File: config.mk
export PLATFORM = sky130hd
export DESIGN_NAME = alu_iter
export DESIGN_NICKNAME = d
export VERILOG_FILES = /design/src/rtl/alu_iter.sv
export SDC_FILE = /design/constraint.sdc
export NUM_CORES = 1
export LEC_CHECK = 0
export ABC_CLOCK_PERIOD_IN_PS = 7220
export CORE_MARGIN = 2
export CORE_UTILIZATION = 50
export CTS_CLUSTER_DIAMETER = 60
export DETAILED_ROUTE_END_ITERATION = 10
export PLACE_DENSITY_LB_ADDON = 0.05
export RECOVER_POWER = 25
export SETUP_SLACK_MARGIN = 0.1
export SYNTH_ARGS = -nofsm -noshare
export SYNTH_HDL_FRONTEND = slang
export SYNTH_SLANG_ARGS = --single-unit
File: constraint.sdc
create_clock -name i_clock -period 7.22 [get_ports i_clock]
set_input_delay 2.166 -clock i_clock [delete_from_list [all_inputs] [get_ports i_clock]]
set_output_delay 2.166 -clock i_clock [all_outputs]
set_load 0.01 [all_outputs]
File: src/rtl/alu_iter.sv
// alu_iter: execute-stage ALU with single-cycle integer ops and iterative shift-add multiply.
// Define ALU_ITER_DIV_EN to build in the restoring divider (ops 14-17); otherwise they report err.
module alu_iter #(
    parameter int XLEN = 32
) (
    input  logic            i_clock,
    input  logic            i_reset,
    input  logic            i_kill,
    input  logic            i_in_valid,
    output logic            o_in_ready,
    input  logic [4:0]      i_op,
    input  logic [XLEN-1:0] i_a,
    input  logic [XLEN-1:0] i_b,
    output logic            o_out_valid,
    input  logic            i_out_ready,
    output logic [XLEN-1:0] o_result,
    output logic            o_err
);
    localparam int SHW = $clog2(XLEN);

    localparam logic [4:0] OP_ADD    = 5'd0;
    localparam logic [4:0] OP_SUB    = 5'd1;
    localparam logic [4:0] OP_SLL    = 5'd2;
    localparam logic [4:0] OP_SLT    = 5'd3;
    localparam logic [4:0] OP_SLTU   = 5'd4;
    localparam logic [4:0] OP_XOR    = 5'd5;
    localparam logic [4:0] OP_SRL    = 5'd6;
    localparam logic [4:0] OP_SRA    = 5'd7;
    localparam logic [4:0] OP_OR     = 5'd8;
    localparam logic [4:0] OP_AND    = 5'd9;
    localparam logic [4:0] OP_MUL    = 5'd10;
    localparam logic [4:0] OP_MULH   = 5'd11;
    localparam logic [4:0] OP_MULHSU = 5'd12;
    localparam logic [4:0] OP_MULHU  = 5'd13;
    localparam logic [4:0] OP_DIV    = 5'd14;
    localparam logic [4:0] OP_DIVU   = 5'd15;
    localparam logic [4:0] OP_REM    = 5'd16;
    localparam logic [4:0] OP_REMU   = 5'd17;

    typedef enum logic [1:0] {
        S_IDLE = 2'd0,
        S_MUL  = 2'd1,
`ifdef ALU_ITER_DIV_EN
        S_DIV  = 2'd2,
`endif
        S_DONE = 2'd3
    } state_t;

    state_t            r_state, w_state_next, w_dispatch;
    logic [SHW-1:0]    r_step;
    logic [XLEN-1:0]   r_hi, r_lo, r_opd;
    logic              r_neg_lo, r_op_hi;
    logic [XLEN-1:0]   r_result;
    logic              r_err;

    logic              w_in_ready, w_accept, w_is_mul, w_is_long;
    logic              w_a_signed, w_b_signed, w_a_neg, w_b_neg;
    logic [XLEN-1:0]   w_a_mag, w_b_mag;
    logic [XLEN-1:0]   w_simple_res;
    logic              w_simple_err;

    assign w_in_ready = ((r_state == S_IDLE) || ((r_state == S_DONE) && i_out_ready)) && !i_kill;
    assign w_accept   = i_in_valid && w_in_ready;
    assign w_is_mul   = (i_op >= OP_MUL) && (i_op <= OP_MULHU);

    assign w_a_signed = (i_op == OP_MUL) || (i_op == OP_MULH) || (i_op == OP_MULHSU)
                     || (i_op == OP_DIV) || (i_op == OP_REM);
    assign w_b_signed = (i_op == OP_MUL) || (i_op == OP_MULH)
                     || (i_op == OP_DIV) || (i_op == OP_REM);
    assign w_a_neg    = w_a_signed && i_a[XLEN-1];
    assign w_b_neg    = w_b_signed && i_b[XLEN-1];
    assign w_a_mag    = w_a_neg ? -i_a : i_a;
    assign w_b_mag    = w_b_neg ? -i_b : i_b;

    always_comb begin
        w_simple_res = '0;
        w_simple_err = 1'b0;
        case (i_op)
            OP_ADD:  w_simple_res = i_a + i_b;
            OP_SUB:  w_simple_res = i_a - i_b;
            OP_SLL:  w_simple_res = i_a << i_b[SHW-1:0];
            OP_SLT:  w_simple_res = {{(XLEN-1){1'b0}}, ($signed(i_a) < $signed(i_b))};
            OP_SLTU: w_simple_res = {{(XLEN-1){1'b0}}, (i_a < i_b)};
            OP_XOR:  w_simple_res = i_a ^ i_b;
            OP_SRL:  w_simple_res = i_a >> i_b[SHW-1:0];
            OP_SRA:  w_simple_res = $signed(i_a) >>> i_b[SHW-1:0];
            OP_OR:   w_simple_res = i_a | i_b;
            OP_AND:  w_simple_res = i_a & i_b;
            default: w_simple_err = 1'b1;
        endcase
    end

    // Multiply step: {carry, hi, lo} shifts right once per cycle, lo starts as the multiplier.
    logic [XLEN:0]     w_sum;
    logic [XLEN-1:0]   w_mul_hi, w_mul_lo, w_mul_res;
    logic [2*XLEN-1:0] w_prod, w_prod_fix;

    assign w_sum      = {1'b0, r_hi} + {1'b0, (r_lo[0] ? r_opd : '0)};
    assign w_mul_hi   = w_sum[XLEN:1];
    assign w_mul_lo   = {w_sum[0], r_lo[XLEN-1:1]};
    assign w_prod     = {w_mul_hi, w_mul_lo};
    assign w_prod_fix = r_neg_lo ? -w_prod : w_prod;
    assign w_mul_res  = r_op_hi ? w_prod_fix[2*XLEN-1:XLEN] : w_prod_fix[XLEN-1:0];

`ifdef ALU_ITER_DIV_EN
    // Restoring divide: hi is the partial remainder, lo shifts the dividend out and the quotient in.
    logic              w_is_div, w_b_zero, w_ge;
    logic              r_neg_hi;
    logic [XLEN:0]     w_rs;
    logic [XLEN-1:0]   w_sub, w_div_hi, w_div_lo, w_q_fix, w_r_fix, w_div_res;

    assign w_is_div  = (i_op >= OP_DIV) && (i_op <= OP_REMU);
    assign w_b_zero  = (i_b == '0);
    assign w_is_long = w_is_mul || w_is_div;
    assign w_rs      = {r_hi, r_lo[XLEN-1]};
    assign w_ge      = (w_rs >= {1'b0, r_opd});
    assign w_sub     = XLEN'(w_rs - {1'b0, r_opd});
    assign w_div_hi  = w_ge ? w_sub : w_rs[XLEN-1:0];
    assign w_div_lo  = {r_lo[XLEN-2:0], w_ge};
    assign w_q_fix   = r_neg_lo ? -w_div_lo : w_div_lo;
    assign w_r_fix   = r_neg_hi ? -w_div_hi : w_div_hi;
    assign w_div_res = r_op_hi ? w_r_fix : w_q_fix;
`else
    assign w_is_long = w_is_mul;
`endif

    always_comb begin
        w_state_next = r_state;
        w_dispatch   = S_DONE;
        if (w_is_mul) w_dispatch = S_MUL;
`ifdef ALU_ITER_DIV_EN
        if (w_is_div) w_dispatch = S_DIV;
`endif
        case (r_state)
            S_IDLE: if (w_accept) w_state_next = w_dispatch;
            S_MUL:  if (r_step == '0) w_state_next = S_DONE;
`ifdef ALU_ITER_DIV_EN
            S_DIV:  if (r_step == '0) w_state_next = S_DONE;
`endif
            S_DONE: begin
                if (w_accept)         w_state_next = w_dispatch;
                else if (i_out_ready) w_state_next = S_IDLE;
            end
            default: w_state_next = S_IDLE;
        endcase
        if (i_kill) w_state_next = S_IDLE;
    end

    always_ff @(posedge i_clock) begin
        if (i_reset) r_state <= S_IDLE;
        else         r_state <= w_state_next;
    end

    always_ff @(posedge i_clock) begin
        if (i_reset) begin
            r_step   <= '0;
            r_hi     <= '0;
            r_lo     <= '0;
            r_opd    <= '0;
            r_neg_lo <= 1'b0;
            r_op_hi  <= 1'b0;
            r_result <= '0;
            r_err    <= 1'b0;
`ifdef ALU_ITER_DIV_EN
            r_neg_hi <= 1'b0;
`endif
        end else if (w_accept) begin
            r_step  <= SHW'(XLEN-1);
            r_hi    <= '0;
            r_lo    <= w_a_mag;
            r_opd   <= w_b_mag;
            // High half for MULH*, remainder for REM*.
            r_op_hi <= (i_op != OP_MUL) && (i_op != OP_DIV) && (i_op != OP_DIVU);
`ifdef ALU_ITER_DIV_EN
            r_neg_lo <= (w_a_neg ^ w_b_neg) && !(w_is_div && w_b_zero);
            r_neg_hi <= w_a_neg;
`else
            r_neg_lo <= w_a_neg ^ w_b_neg;
`endif
            if (!w_is_long) begin
                r_result <= w_simple_res;
                r_err    <= w_simple_err;
            end
        end else if (!i_kill && (r_state == S_MUL)) begin
            r_hi   <= w_mul_hi;
            r_lo   <= w_mul_lo;
            r_step <= r_step - SHW'(1);
            if (r_step == '0) begin
                r_result <= w_mul_res;
                r_err    <= 1'b0;
            end
`ifdef ALU_ITER_DIV_EN
        end else if (!i_kill && (r_state == S_DIV)) begin
            r_hi   <= w_div_hi;
            r_lo   <= w_div_lo;
            r_step <= r_step - SHW'(1);
            if (r_step == '0) begin
                r_result <= w_div_res;
                r_err    <= 1'b0;
            end
`endif
        end
    end

    assign o_in_ready  = w_in_ready;
    assign o_out_valid = (r_state == S_DONE);
    assign o_result    = r_result;
    assign o_err       = r_err;

endmodule

==> run metrics, run 1 <==
deepest clock path buffer count=2; GRT Residual Overflow=0; Pre-antenna DRT Iters=8; asr flop ratio synth=0%; Post-Route Setup TNS=0 ns; Static Leak=8.29 nW; syn avg cell area=between 6 and 7 sq um; CTS HTree Levels=4; die area=approximately 39,000 sq um; Post-Layout Cell Count=3,249; GRT Overall Usage=44.6%; PortBufs=108; RSZ-0062 raised after global routing=false; final instance area=~21,000 sq um; Crit Path Class=in2reg; Max Cap Violations=2; Slew @ Worst Pin=about 3.7 ns; Inst Count DP=3,212; worst-path cell chain=clkdlybuf4s50_1 -> inv_1 -> ha_1 -> o21ai_0 -> o21ai_0 -> a31oi_1 -> a2111oi_0 -> a211oi_1 -> o41ai_1 -> nand3_1 -> a21oi_1 -> a31oi_1 -> a211o_1; total clock sinks=138; I/O Pins=109; clock root cell=clkbuf_16; synth unique cells=100; drt drc=0; pin count of the biggest net entering global routing=83; Final WS setup=0.916 ns; CTS tree=done; Max Clock Skew=~0.010 ns; Slew headroom=-145%; Crit path largest cell delay=about 0.76 ns; initial antenna violation count=6; Syn Inst Count=2,734; Initial DRC Count=3,032; Hold Buf Count CTS=0; first-pass GRT wire length=131 mm; CP Launch Type=input pin; worst r2r path cells=16; Final period util=87.3%; post-synth top area share=14.6%; commonest non-fill, non-tap cell in the layout=nand2_1; status=complete, but fails checks; Max Clk Rate=159 MHz; WL/cell=around 28 um; PwrDens=147 nW/um^2; VDD IR max=approximately 0.18 mV; setup bufs post-CTS=0; largest area contributor in the netlist=dfxtp_1; Final ANT Viol Nets=0; worst skew pair latency=0.45 ns; WHS Path Cells=2; Initial Util=50.4%; Design Power=approximately 3.1 mW; WL final=89.4 mm; pre-CTS setup slack=~0.66 ns; CP max FO=10; Final Hold Violating Endpoints=0; Via density=6.90; critical path data required time=7.55 ns; Synthesis Warnings=0; gpl congestion=1.13; commonest non-fill, non-tap cells in the layout=nand2_1, nor2_1, a21oi_1; WP data arrival=6.63 ns; CTS clk-pin slew, worst paths=0.06 ns; post-layout min period=6.30 ns; net count after synthesis=2,945; Post-Syn Area=18,900 sq um; Synth Register Bits=around 140; final net count=2,931; DP Wirelength=slightly below 70 mm; post-cts resize count=0; Main synth FF type=dfxtp_1; failing checks=max-capacitance violations, max-slew violations; Core Footprint=approximately 37,000 sq um; Die W=198 um; Post-synth EDFFs=0; share of cells above drive strength 1=7.90%; number of setup violations in the final report=0; CP max-delay cell=o41ai_1; synthesis-to-layout area growth=11.7%; Chip Height=around 200 um; count of final max-slew check failures=136; CTS Buf Count=17; vias in the first global route=20,600; worst min path class=reg2reg; dpl cell area=20,400 sq um; detailed-route via count=roughly 22,000; most area-consuming cells after synthesis=dfxtp_1, ha_1, nand2_1; CP Capture Type=flop; Site Rows=71; sequential area share after synthesis=approximately 15%
==> Yosys cell counts, types with 48 or more instances <==
| cell | n |
|---|---|
| nor3_1 | 58 |
| inv_1 | 111 |
| ha_1 | 134 |
| clkbuf_1 | 189 |
| a21oi_1 | 225 |
| mux2i_1 | 54 |
| dfxtp_1 | 138 |
| a211oi_1 | 83 |
| and2_1 | 48 |
| nand2_1 | 331 |
| xnor2_1 | 98 |
| o21ai_0 | 162 |
| nor2_1 | 312 |
==> area by class of cell <==
type	count	area [sq um]
diodes	5	12.5
well taps	511	639
clock buffers	22	474
fillers	3692	16300
flip-flops and latches	138	2770
inverters	114	428
multi-input cells	2257	14900
clock inverters	10	210
repair buffers	192	1690
==> worst paths after layout <==
kind / start / endpoint / slack [ns]
max reg2reg: r_lo[0] / o_result[28] / 2.15
min reg2reg: r_hi[8] / r_hi[8] / 0.46
min: r_hi[8] / r_hi[8] / 0.46
max: i_a[2] / o_result[29] / 0.92
==> flip-flops by register name, summed over array words and instances, names as in the netlist <==
signal,cells
o_err,1
o_result,32
r_hi,32
r_lo,32
r_neg_lo,1
r_op_hi,1
r_opd,32
r_state,2
r_step,5
==> logic make-up after synthesis <==
group | after synthesis | share of synthesized area (%)
buffers and inverters | 339 | 6.81
XOR/XNOR | 135 | 6.27
multiplexers | 98 | 7.16
flip-flops | 138 | 14.6
adder cells (fa/ha/maj) | 137 | 9.21
AND/OR/NAND/NOR | 1007 | 24.9
AO/OA/AOI/OAI | 880 | 31.0
==> per-stage QoR <==
stage          util (%)  hold WS, ns
2_1_floorplan         -        0.432
3_3_place_gp       54.5        0.441
3_5_place_dp       54.5        0.451
4_1_cts            56.4        0.459
5_1_grt            56.3        0.481
6_report           56.4        0.460
==> metal layers <==
metal,routed length [um],GRT usage [%],up-vias,share of wire (%)
met2,39500,71.0,1459,44
li1,-,-,9962,-
met4,7450,31.3,8,8.3
met5,63,0,-,0.070
met3,9350,10.7,348,10
met1,33000,52.9,10600,37
==> where the power goes <==
part | leakage [nW] | switching, mW | total, mW | internal, mW
sequential | 1.13 | 0.0501 | 0.858 | 0.808
combinational | 6.82 | 0.782 | 1.20 | 0.417
clock | 0.331 | 0.357 | 1.03 | 0.677
total | 8.29 | 1.19 | 3.09 | 1.90
==> worst max-delay path, delay by kind of cell <==
family,cells,cell delay (ns)
AO/OA/AOI/OAI,9,2.97
buffers and inverters,2,0.85
adder cells (fa/ha/maj),1,0.43
AND/OR/NAND/NOR,1,0.19
No activity file was read; power rests on OpenSTA's default activity.
==> run 2, diff against run 1 <==
--- a/config.mk
+++ b/config.mk
@@ -6,10 +6,12 @@
 export NUM_CORES = 1
 export LEC_CHECK = 0
 export ABC_CLOCK_PERIOD_IN_PS = 7220
+export CORE_ASPECT_RATIO = 0.8
 export CORE_MARGIN = 2
 export CORE_UTILIZATION = 50
 export CTS_CLUSTER_DIAMETER = 60
 export DETAILED_ROUTE_END_ITERATION = 10
+export MAX_ROUTING_LAYER = met4
 export PLACE_DENSITY_LB_ADDON = 0.05
 export RECOVER_POWER = 25
 export SETUP_SLACK_MARGIN = 0.1
==> run 2 against run 1 <==
- the flow still finishes with violations (max-capacitance violations, max-slew violations)
- core utilization decreased by 0.18 points
- global-route usage increased by 2.1 points
- setup slack got worse by 0.16 ns
- clock-buffer cell count decreased by 2
- sequential power about the same
- sequential share of layout area increased by 0.14 points
- non-clock buffer count decreased by 12
- critical endpoint unchanged
- highest routed layer is now met4
==> run metrics, run 2 (synthesis results as in run 1) <==
detailed-route via count=23,200 (was 22,400); share of cells above drive strength 1=7.61% (was 7.90%); total clock sinks=138 (unchanged); PwrDens=144 nW/um^2 (was 147 nW/um^2); worst-path cell chain=clkdlybuf4s50_1 -> inv_1 -> ha_1 -> o21ai_0 -> o21ai_0 -> a31oi_1 -> a2111oi_0 -> a211oi_1 -> o41ai_1 -> nand3_1 -> a21oi_1 -> a31oi_1 -> a211o_1 (unchanged); CP max-delay cell=clkdlybuf4s50_1 (was o41ai_1); final net count=2,919 (was 2,931); dpl cell area=20,300 sq um (was 20,400 sq um); worst skew pair latency=0.45 ns (about the same); WL/cell=28.8 um (was 27.5 um); Core Footprint=37,100 sq um (was 37,400 sq um); number of setup violations in the final report=0 (unchanged); Worst R2R End=o_result[31] (was o_result[28]); vias in the first global route=20,700 (was 20,600); PortBufs=108 (unchanged); Static Leak=8.17 nW (was 8.29 nW); R2R Setup Slk=1.18 ns (was 2.15 ns); Max Clock Skew=0.00581 ns (was 0.0105 ns); pin count of the biggest net entering global routing=110 (was 83); GRT Residual Overflow=0 (unchanged); family with the most delay on the worst path=compound AO/OA/AOI/OAI gates (unchanged); Max Clk Rate=155 MHz (was 159 MHz); Crit path largest cell delay=0.68 ns (was 0.76 ns); Final ANT Viol Nets=0 (unchanged); commonest non-fill, non-tap cells in the layout=nand2_1, nor2_1, a21oi_1 (unchanged); commonest non-fill, non-tap cell in the layout=nand2_1 (unchanged); Slew headroom=-115% (was -145%); WHS Path Cells=2 (unchanged); fin util=56.2% (was 56.4%); VDD IR max=0.204 mV (was 0.178 mV); CTS Buf Count=17 (unchanged); critical path data required time=7.56 ns (was 7.55 ns); CTS HTree Levels=4 (unchanged); worst r2r path cells=16 (unchanged); failing checks=max-capacitance violations, max-slew violations (unchanged); post-layout min period=6.46 ns (was 6.30 ns); Post-Route Setup TNS=0 ns (unchanged); Crit Path Class=in2reg (unchanged); CP Depth=13 (unchanged); die area=39,300 sq um (about the same); WP data arrival=6.80 ns (was 6.63 ns); Die W=221 um (was 198 um); GRT Overall Usage=46.8% (was 44.6%); Site Rows=63 (was 71); DP Wirelength=71.1 mm (was 68.9 mm); CTS tree=done (unchanged); count of final max-slew check failures=61 (was 136); Via density=7.23 (was 6.90); Slew @ Worst Pin=3.23 ns (was 3.68 ns); CTS clk-pin slew, worst paths=0.06 ns (about the same); deepest clock path buffer count=2 (unchanged); RSZ-0062 raised after global routing=false (unchanged); Final WS setup=0.760 ns (was 0.916 ns); RR Startpoint=r_lo[0] (unchanged); I/O Pins=109 (unchanged); status=complete, but fails checks (unchanged); Initial DRC Count=4,578 (was 3,032); Final period util=89.5% (was 87.3%); filler cell count=3,510 (was 3,692); CP Launch Type=input pin (unchanged); Hold Buf Count CTS=0 (unchanged); Setup crit end=o_result[29] (unchanged); synthesis-to-layout area growth=10.6% (was 11.7%); final instance area=20,900 sq um (was 21,100 sq um); critical path buffer and inverter count=2 (unchanged); CP Capture Type=flop (unchanged); pre-CTS setup slack=0.526 ns (was 0.657 ns); worst min path class=reg2reg (unchanged); setup bufs post-CTS=0 (unchanged); CP max FO=10 (unchanged); Pre-antenna DRT Iters=10 (was 8); Final Hold Violating Endpoints=0 (unchanged); Max Cap Violations=1 (was 2); CP startpoint=i_a[2] (unchanged); gpl congestion=1.06 (was 1.13); Hold WS=0.451 ns (was 0.460 ns); Initial Util=50.8% (was 50.4%); drt drc=0 (unchanged); Chip Height=178 um (was 198 um); first-pass GRT wire length=135 mm (was 131 mm); initial antenna violation count=4 (was 6); WL final=92.4 mm (was 89.4 mm); clock root cell=clkbuf_16 (unchanged); post-cts resize count=0 (unchanged)
-- run 2: cell count changes in the layout (fill, tap and decap cells not counted), moves of 2 or more --
cell	previous run	this run
buf_4	83	73
bufinv_16	6	3
clkbuf_8	3	1
clkinv_4	0	2
clkinvlp_4	1	4
inv_6	2	0
nand2_1	331	329
nand2_2	0	2
-- run 2: area by class of cell --
class,count,area (sq um),area share (%)
antenna,5,12.5,0.0600
clock buffer,20,447,2.14
clock inverter,11,148,0.708
inverter,114,428,2.05
multi-input combinational,2257,14900,71.2
sequential,138,2770,13.3
tap,487,609,2.92
timing repair buffer,180,1590,7.64
-- run 2: routing by layer --
metal | global-route usage (%) | routed length, um | vias to the layer above
li1 | - | - | 9942
met5 | - | 0 | -
met1 | 64.8 | 38600 | 11100
met4 | 19.7 | 4390 | 0
met3 | 16.5 | 14700 | 226
met2 | 60.0 | 34700 | 1918
-- run 2: worst min path at each step --
| stage | from | endpoint | slack (ns) |
|---|---|---|---|
| global placement | r_opd[0] | r_opd[0] | 0.45 |
| detailed placement | r_opd[31] | r_opd[31] | 0.45 |
| CTS | r_opd[31] | r_opd[31] | 0.45 |
| finish | r_opd[31] | r_opd[31] | 0.45 |
| floorplan | r_opd[0] | r_opd[0] | 0.43 |
| global route | r_hi[10] | r_hi[10] | 0.48 |
-- run 2: worst reg2reg max path: cells and delay by family (launching register included) --
kind                       cells  cell delay, ns
DFF                            1            0.31
adders and majority gates      2            0.61
AOI/OAI and AO/OA              6            3.02
xor gates and xnor gates       2            0.71
and+or+nand+nor                4            0.88
buffers and inverters          2            0.40
-- run 2: power breakdown --
| part | total, mW | leakage, nW | internal, mW | switching [mW] |
|---|---|---|---|---|
| combinational | 1.23 | 6.76 | 0.415 | 0.811 |
| clock | 0.919 | 0.278 | 0.549 | 0.369 |
| sequential | 0.858 | 1.13 | 0.808 | 0.0501 |
-- run 2: per-stage QoR --
stage,cells,power [mW]
floorplan,2734,1.59
global placement,3176,2.02
detailed placement,3176,2.03
CTS,3207,2.93
global route,3212,3.08
finish,3212,3.00
